### config.mk
export PLATFORM = sky130hd
export DESIGN_NAME = mem_access_stage
export DESIGN_NICKNAME = d
export VERILOG_FILES = /design/src/rtl/mem_access_stage.sv
export SDC_FILE = /design/constraint.sdc
export NUM_CORES = 1
export LEC_CHECK = 0
export CAP_MARGIN = 20
export CORE_ASPECT_RATIO = 0.9
export CORE_MARGIN = 5
export CORE_UTILIZATION = 45
export DETAILED_ROUTE_END_ITERATION = 10
export PLACE_DENSITY = 0.9
export SETUP_SLACK_MARGIN = 0.15
export SYNTH_ARGS = -nofsm -noshare
export SYNTH_HDL_FRONTEND = slang
export SYNTH_SLANG_ARGS = --single-unit
### constraint.sdc
create_clock -name clock -period 3.1 [get_ports clock]
set_input_delay 0.31 -clock clock [delete_from_list [all_inputs] [get_ports clock]]
set_output_delay 0.31 -clock clock [all_outputs]
set_load 0.02 [all_outputs]
### src/rtl/mem_access_stage.sv
// Memory-access pipeline stage: captures the execute bundle, runs one request/ack
// data-memory access at a time with a timeout, and presents a registered writeback bundle.
// Optional build macro: MEM_MISALIGN_CHECK_EN (misaligned loads/stores bypass memory, flag misalign).
module mem_access_stage #(
  parameter int MEM_TIMEOUT = 16,
  parameter int CNT_W       = 5
) (
  input  logic        clock,
  input  logic        reset,
  input  logic        a_ready,
  input  logic [31:0] ac_pc,
  input  logic [4:0]  ac_write_sel,
  input  logic        ac_is_load,
  input  logic        ac_is_store,
  input  logic        ac_is_wb,
  input  logic [31:0] ALU_result,
  input  logic [31:0] ac_store_data,
  output logic        c_ready,
  output logic        dmem_req,
  output logic        dmem_we,
  output logic [31:0] dmem_addr,
  output logic [31:0] dmem_wdata,
  input  logic        dmem_ack,
  input  logic [31:0] dmem_rdata,
  input  logic        w_ready,
  output logic        cw_valid,
  output logic [31:0] cw_pc,
  output logic [4:0]  cw_write_sel,
  output logic        cw_is_wb,
  output logic [31:0] cw_data,
  output logic        mem_err,
`ifdef MEM_MISALIGN_CHECK_EN
  output logic        misalign,
`endif
  output logic        dbg_state
);

  // Handshakes: execute->here transfers on an edge with a_ready && c_ready; here->writeback
  // transfers on an edge with cw_valid && w_ready; dmem completes on an edge with dmem_req && dmem_ack.
  typedef enum logic {S_IDLE = 1'b0, S_MEM = 1'b1} state_t;

  state_t             state_q, state_d;
  logic [CNT_W-1:0]   cnt_q, cnt_d;
  logic               req_q, req_d, we_q, we_d;
  logic [31:0]        addr_q, addr_d, wdata_q, wdata_d;
  logic [31:0]        op_pc_q, op_pc_d;
  logic [4:0]         op_sel_q, op_sel_d;
  logic               op_wb_q, op_wb_d;
  logic               cw_valid_q, cw_valid_d, cw_wb_q, cw_wb_d;
  logic [31:0]        cw_pc_q, cw_pc_d, cw_data_q, cw_data_d;
  logic [4:0]         cw_sel_q, cw_sel_d;
  logic               err_q, err_d, mis_q, mis_d;
  logic               capture, is_mem, misaligned;

  assign c_ready = (state_q == S_IDLE) && (!cw_valid_q || w_ready);
  assign capture = c_ready && a_ready;
  assign is_mem  = ac_is_load || ac_is_store;
`ifdef MEM_MISALIGN_CHECK_EN
  assign misaligned = is_mem && (ALU_result[1:0] != 2'b00);
`else
  assign misaligned = 1'b0;
`endif

  always_comb begin
    state_d    = state_q;
    cnt_d      = cnt_q;
    req_d      = req_q;
    we_d       = we_q;
    addr_d     = addr_q;
    wdata_d    = wdata_q;
    op_pc_d    = op_pc_q;
    op_sel_d   = op_sel_q;
    op_wb_d    = op_wb_q;
    cw_valid_d = cw_valid_q;
    cw_pc_d    = cw_pc_q;
    cw_sel_d   = cw_sel_q;
    cw_wb_d    = cw_wb_q;
    cw_data_d  = cw_data_q;
    err_d      = err_q;
    mis_d      = mis_q;
    if (cw_valid_q && w_ready) begin
      cw_valid_d = 1'b0;
      mis_d      = 1'b0;
    end
    case (state_q)
      S_IDLE: begin
        if (capture && is_mem && !misaligned) begin
          state_d  = S_MEM;
          req_d    = 1'b1;
          we_d     = ac_is_store;  // load+store together resolves to a store
          addr_d   = {ALU_result[31:2], 2'b00};
          wdata_d  = ac_store_data;
          cnt_d    = '0;
          op_pc_d  = ac_pc;
          op_sel_d = ac_write_sel;
          op_wb_d  = ac_is_wb;
        end else if (capture) begin
          cw_valid_d = 1'b1;
          cw_pc_d    = ac_pc;
          cw_sel_d   = ac_write_sel;
          cw_wb_d    = ac_is_wb && !misaligned;
          cw_data_d  = ALU_result;
          mis_d      = misaligned;
        end
      end
      S_MEM: begin
        if (dmem_ack) begin
          state_d    = S_IDLE;
          req_d      = 1'b0;
          cw_valid_d = 1'b1;
          cw_pc_d    = op_pc_q;
          cw_sel_d   = op_sel_q;
          cw_wb_d    = we_q ? 1'b0 : op_wb_q;
          cw_data_d  = we_q ? addr_q : dmem_rdata;
          mis_d      = 1'b0;
        end else if (cnt_q == CNT_W'(MEM_TIMEOUT - 1)) begin
          state_d    = S_IDLE;
          req_d      = 1'b0;
          err_d      = 1'b1;
          cw_valid_d = 1'b1;
          cw_pc_d    = op_pc_q;
          cw_sel_d   = op_sel_q;
          cw_wb_d    = 1'b0;
          cw_data_d  = '0;
          mis_d      = 1'b0;
        end else begin
          cnt_d = cnt_q + 1'b1;
        end
      end
      default: state_d = S_IDLE;
    endcase
  end

  always_ff @(posedge clock or negedge reset) begin
    if (!reset) begin
      state_q    <= S_IDLE;
      cnt_q      <= '0;
      req_q      <= 1'b0;
      we_q       <= 1'b0;
      addr_q     <= '0;
      wdata_q    <= '0;
      op_pc_q    <= '0;
      op_sel_q   <= '0;
      op_wb_q    <= 1'b0;
      cw_valid_q <= 1'b0;
      cw_pc_q    <= '0;
      cw_sel_q   <= '0;
      cw_wb_q    <= 1'b0;
      cw_data_q  <= '0;
      err_q      <= 1'b0;
      mis_q      <= 1'b0;
    end else begin
      state_q    <= state_d;
      cnt_q      <= cnt_d;
      req_q      <= req_d;
      we_q       <= we_d;
      addr_q     <= addr_d;
      wdata_q    <= wdata_d;
      op_pc_q    <= op_pc_d;
      op_sel_q   <= op_sel_d;
      op_wb_q    <= op_wb_d;
      cw_valid_q <= cw_valid_d;
      cw_pc_q    <= cw_pc_d;
      cw_sel_q   <= cw_sel_d;
      cw_wb_q    <= cw_wb_d;
      cw_data_q  <= cw_data_d;
      err_q      <= err_d;
      mis_q      <= mis_d;
    end
  end

  assign dmem_req     = req_q;
  assign dmem_we      = we_q;
  assign dmem_addr    = addr_q;
  assign dmem_wdata   = wdata_q;
  assign cw_valid     = cw_valid_q;
  assign cw_pc        = cw_pc_q;
  assign cw_write_sel = cw_sel_q;
  assign cw_is_wb     = cw_wb_q;
  assign cw_data      = cw_data_q;
  assign mem_err      = err_q;
  assign dbg_state    = state_q;
`ifdef MEM_MISALIGN_CHECK_EN
  assign misalign     = mis_q;
`else
  logic unused_mis;
  assign unused_mis = mis_q;
`endif

endmodule

Yosys cells after proc, flatten, opt, wreduce, memory -nomap -nowiden
Index checks and enable logic that the tools add are counted.

storage, ports and cells
  bits in registers = 180
  input bits = 141

cells by class
  $add $sub $neg = 1
  multiplexer cells = 39
  bitwise gates (word level) = 2
  reductions and logical operators = 12
  eq/ne operators = 7

operator list
  operator               count
  $mux W32               9
  $pmux W32 S2           2
  $mux W5                7
  $pmux W5 S2            2
  $mux W1                15
  $reduce_and A3 Y1      3
  $ne A2 B2 Y1 const B   4
  $pmux W1 S2            4
  $add A5 B1 Y5 const B  1
  $eq A5 B4 Y1 const B   1
  $logic_and A1 B1 Y1    4
  $reduce_and A2 Y1      2
  $ne A3 B2 Y1 const B   1
  $logic_or A1 B1 Y1     2
  $ne A2 B1 Y1 const B   1
  $not A1 Y1             2
  $logic_not A1 Y1       1

Longest topological paths before layout
  word-level depth = 7
  gate-level depth with buffers = 10
  gate-level depth less buffers = 8

Worst setup path after synthesis
Ideal clock, no wire load.

  path kind = flip-flop to flip-flop
  start point = reg cnt_q[0]
  end point = reg cw_data_q[10], in the netlist cw_data[10]
  arrival = 2.166 ns
  required time = 2.975 ns
  buffers on the path = 2
  slack = 0.809 ns
  setup time = 0.125 ns
  cell stages (with the launch flop) = 11
  cell sequence = dfrtp_1 ha_1 and3_1 ha_1 nor3b_2 nor2_4 inv_2 or2_1 buf_2 buf_6 mux2_4

on the way
  longest elaborated chain between the ends = 3

RTL lines
  element                      line  RTL
  start: declaration           43    logic [CNT_W-1:0] cnt_q, cnt_d;
  start signal: assignment     154   cnt_q <= cnt_d;
  $eq A5 B4 Y1                 116   end else if (cnt_q == CNT_W'(MEM_TIMEOUT - 1)) begin
  $ne A3 B2 Y1 (no line)       n/a
  $reduce_and A3 Y1 (no line)  n/a
  end signal: assignment       166   cw_data_q <= cw_data_d;
  end: declaration             50    logic [31:0] cw_pc_q, cw_pc_d, cw_data_q, cw_data_d;

Every way passes these cells.
A chain may end at the register's enable or synchronous reset.

Worst setup path in the final report
  start point = reg state_q, in the netlist dbg_state
  end point = out dbg_state

RTL lines
  element                   line  RTL
  start: declaration        42    state_t state_q, state_d;
  start signal: assignment  153   state_q <= state_d;
  end: declaration          35    output logic dbg_state

No word-level cell between the ends.

==> flow_summary.yaml <==
timing:
  fin_crit_ps: 2660
  clock_skew_ps: 12.9
  fin_tns_setup_ps: 0
  min_period_over_period_pct: 85.9
  relSlewSlack_pct: 45.3
  rsz0062_at_grt: "no"
  hold_viol_final: 0
  clock.fmax_mhz: 376
  maxSlewViolCount: 0
  layout_setup_ws_ps: 438
  tightest_slew_ps: 821
  setup_violations: 0
cts:
  cts_buffer_depth: 2
  clk_latency_ps: 430
  post_cts_buffers: 0
  numCtsBuffers: 17
  post_cts_resized: 0
  cts.htree.levels: 4
  cts_tree: "yes"
  clkTransAtPathRegs_ps: 60
  cts_root_buffer: "clkbuf_16"
  cts.sinks: 180
critical_path:
  critPathKind: "reg2out"
  worst-path-buf-inv: 2
  slowest_stage: "dfrtp_4"
  critPathMaxFanout: 37
  cp-startpoint: "dbg_state"
  cpPeakStageDelay_ps: 700
  path_cells: "buf_4 -> clkdlybuf4s50_1"
  crit_arrival_ps: 2350
  cp_data_required_time_ps: 2790
  cp-start-kind: "register"
  endpoint_kind: "output pin"
  critical_path.top_delay_family: "buffers and inverters"
  r2r_start: "cnt_q[0]"
floorplanning:
  pin_count: 281
  die-width_um: 150
  start_util_pct: 45.5
  die_h_um: 136
  dieArea_sq_um: 20500
  fp-row-count: 46
  core_area_sq_um: 17600
synthesis:
  ys_types: 34
  seq_area_frac_synth_pct: 56.4
  ys.warnings.count: 0
  syn_avg_cell_area_sq_um: 13.1
  synth.cell_area_sq_um: 7990
  synth_seq_cells: 180
  netlist_instances: 610
power_and_ir_drop:
  clockPowerShare_pct: 20.4
  total_power_mw: 10.9
  p_comb_share_pct: 43.1
  p_leak_nw: 5.00
  power.switching_mw: 3.85
  irDropWorstVdd_mv: 0.528
  internal_power_mw: 7.10
  pwr-share-seq_pct: 36.5
  swShare_pct: 35.1
  p_per_area_nw_per_um2: 943
place:
  dp_cells: 1095
  gp_congestion: 0.810
  dp_slack_ps: 458
  dp_hpwl_um: 15000
  portBuffers: 278
detailed_routing:
  drt_iter0_drc: 164
  ant_nets: 0
  vias: 5888
  drtPass1Iterations: 5
  wirelength_um: 21700
  drc_errors: 0
  viasPerCell: 5.22
  wl_per_cell_um: 19.2
status:
  status: "finished clean"
finish:
  nNetsFinal: 1018
  drive_gt1_share_pct: 20.9
  synthToLayoutAreaGrowth_pct: 45.3
  final_util_pct: 66.1
  layoutNonFillerInstCount: 1128
  final_common_cell: "clkdlybuf4s50_1"
  n_antenna_cell: 0
  mostFrequentLayoutCells: "clkdlybuf4s50_1 (277), dfrtp_1 (178), mux2_2 (100)"
grt:
  grt_start_max_net_pins: 104
  antenna_found_initial: 0
  grt_pass1_wl_um: 33600
  overflow: 0
  grt_pass1_vias: 6310
  track_usage_pct: 21.0
flow_run:
  cap_violations: 0
worst_hold_path:
  worstHoldPathType: "reg2reg"
  hp-start: "mem_err"
## registers in the layout, indices dropped and copies added (netlist names), 5 cells and up
| name | cells |
|---|---|
| cw_write_sel | 5 |
| dmem_addr | 30 |
| op_pc_q | 32 |
| cnt_q | 5 |
| cw_pc | 32 |
| dmem_wdata | 32 |
| op_sel_q | 5 |
| cw_data | 32 |
## cells in the mapped netlist
cell type	number	area share [%]
or3b_2	1	0.11
ha_1	2	0.31
buf_2	21	1.3
o22ai_1	31	2.4
nor2b_4	1	0.17
inv_1	32	1.5
nor2_1	5	0.23
inv_2	1	0.047
nand2b_1	2	0.16
mux2_2	100	14
o21ai_1	9	0.56
nor3b_2	1	0.16
dfrtp_1	180	56
nor2_4	1	0.14
buf_1	1	0.047
a21oi_1	2	0.13
buf_6	3	0.42
a22o_1	2	0.22
o21ai_0	74	4.6
mux2_4	30	5.6
a21o_1	1	0.094
nand3_1	1	0.063
mux2i_1	69	8.6
a31oi_1	4	0.31
clkbuf_1	18	0.85
nor2_2	1	0.078
or2_1	1	0.078
nor3_4	1	0.20
a31o_2	1	0.11
nand2_1	7	0.33
conb_1	1	0.047
and3_1	1	0.078
buf_4	2	0.19
nor2b_1	3	0.23
## worst reg2reg max path, cell delays in order, from the launching register on
cell	delay, ps
dfrtp_1	410
ha_1	230
and3_1	190
ha_1	210
nor3b_2	340
nor2_4	80
inv_2	60
or2_4	520
buf_12	280
o21ai_0	150
## final cells by class
class                           instances  area (sq um)
Fill cell                            1279          5940
Inverter                               33           124
Timing Repair Buffer                  290          2910
Tap cell                              240           300
Sequential cell                       180          4510
Multi-Input combinational cell        353          3150
Clock buffer                           20           467
Clock inverter                         12           141
## path summary, 6_finish.rpt
| check | slack, ps | to | cells past startpoint |
|---|---|---|---|
| min | 470 | mem_err | 1 |
| min reg2reg | 470 | mem_err | 1 |
| max in group asynchronous | 1760 | cnt_q[2] | 3 |
| min in group asynchronous | 490 | dmem_wdata[27] | 2 |
| max reg2reg | 500 | cw_pc[2] | 9 |
| max | 440 | dbg_state | 2 |
## per-stage QoR
step	area, sq um	hold slack (ps)
5_1_grt	11600	476
3_5_place_dp	11000	391
4_1_cts	11600	471
6_report	11600	468
2_1_floorplan	7990	14.4
3_3_place_gp	11000	383
## metal layers
metal | GRT usage (%) | wire length (um)
met1 | 24.3 | 8420
met2 | 36.2 | 10900
met3 | 7.23 | 1780
met5 | 0 | 0
met4 | 7.22 | 630
## repair_timing
item,4_1_cts,5_1_grt
hold buffers,1,0
hold endpoints to repair,72,0
endpoints found under the setup margin,0,0
## logic make-up (layout without fill, tap and decap cells)
group / Yosys count / after routing / synth area share, %
buf+inv: 78 / 355 / 4.37
other cells: 1 / 2 / 0.0469
simple gates: 26 / 26 / 2.04
mux: 199 / 199 / 28.4
fa+ha+maj: 2 / 2 / 0.313
compound gates: 124 / 124 / 8.49
flops: 180 / 180 / 56.4
## power by group through the flow
stage / clock network (mW) / registers (mW) / logic, mW
2_1_floorplan: 0 / 4.76 / 1.68
3_3_place_gp: 0 / 3.97 / 4.65
3_5_place_dp: 0 / 4.02 / 4.76
4_1_cts: 2.29 / 4.00 / 4.77
5_1_grt: 2.38 / 4.12 / 4.99
6_report: 2.23 / 3.99 / 4.72
No activity file was read; power rests on OpenSTA's default activity.
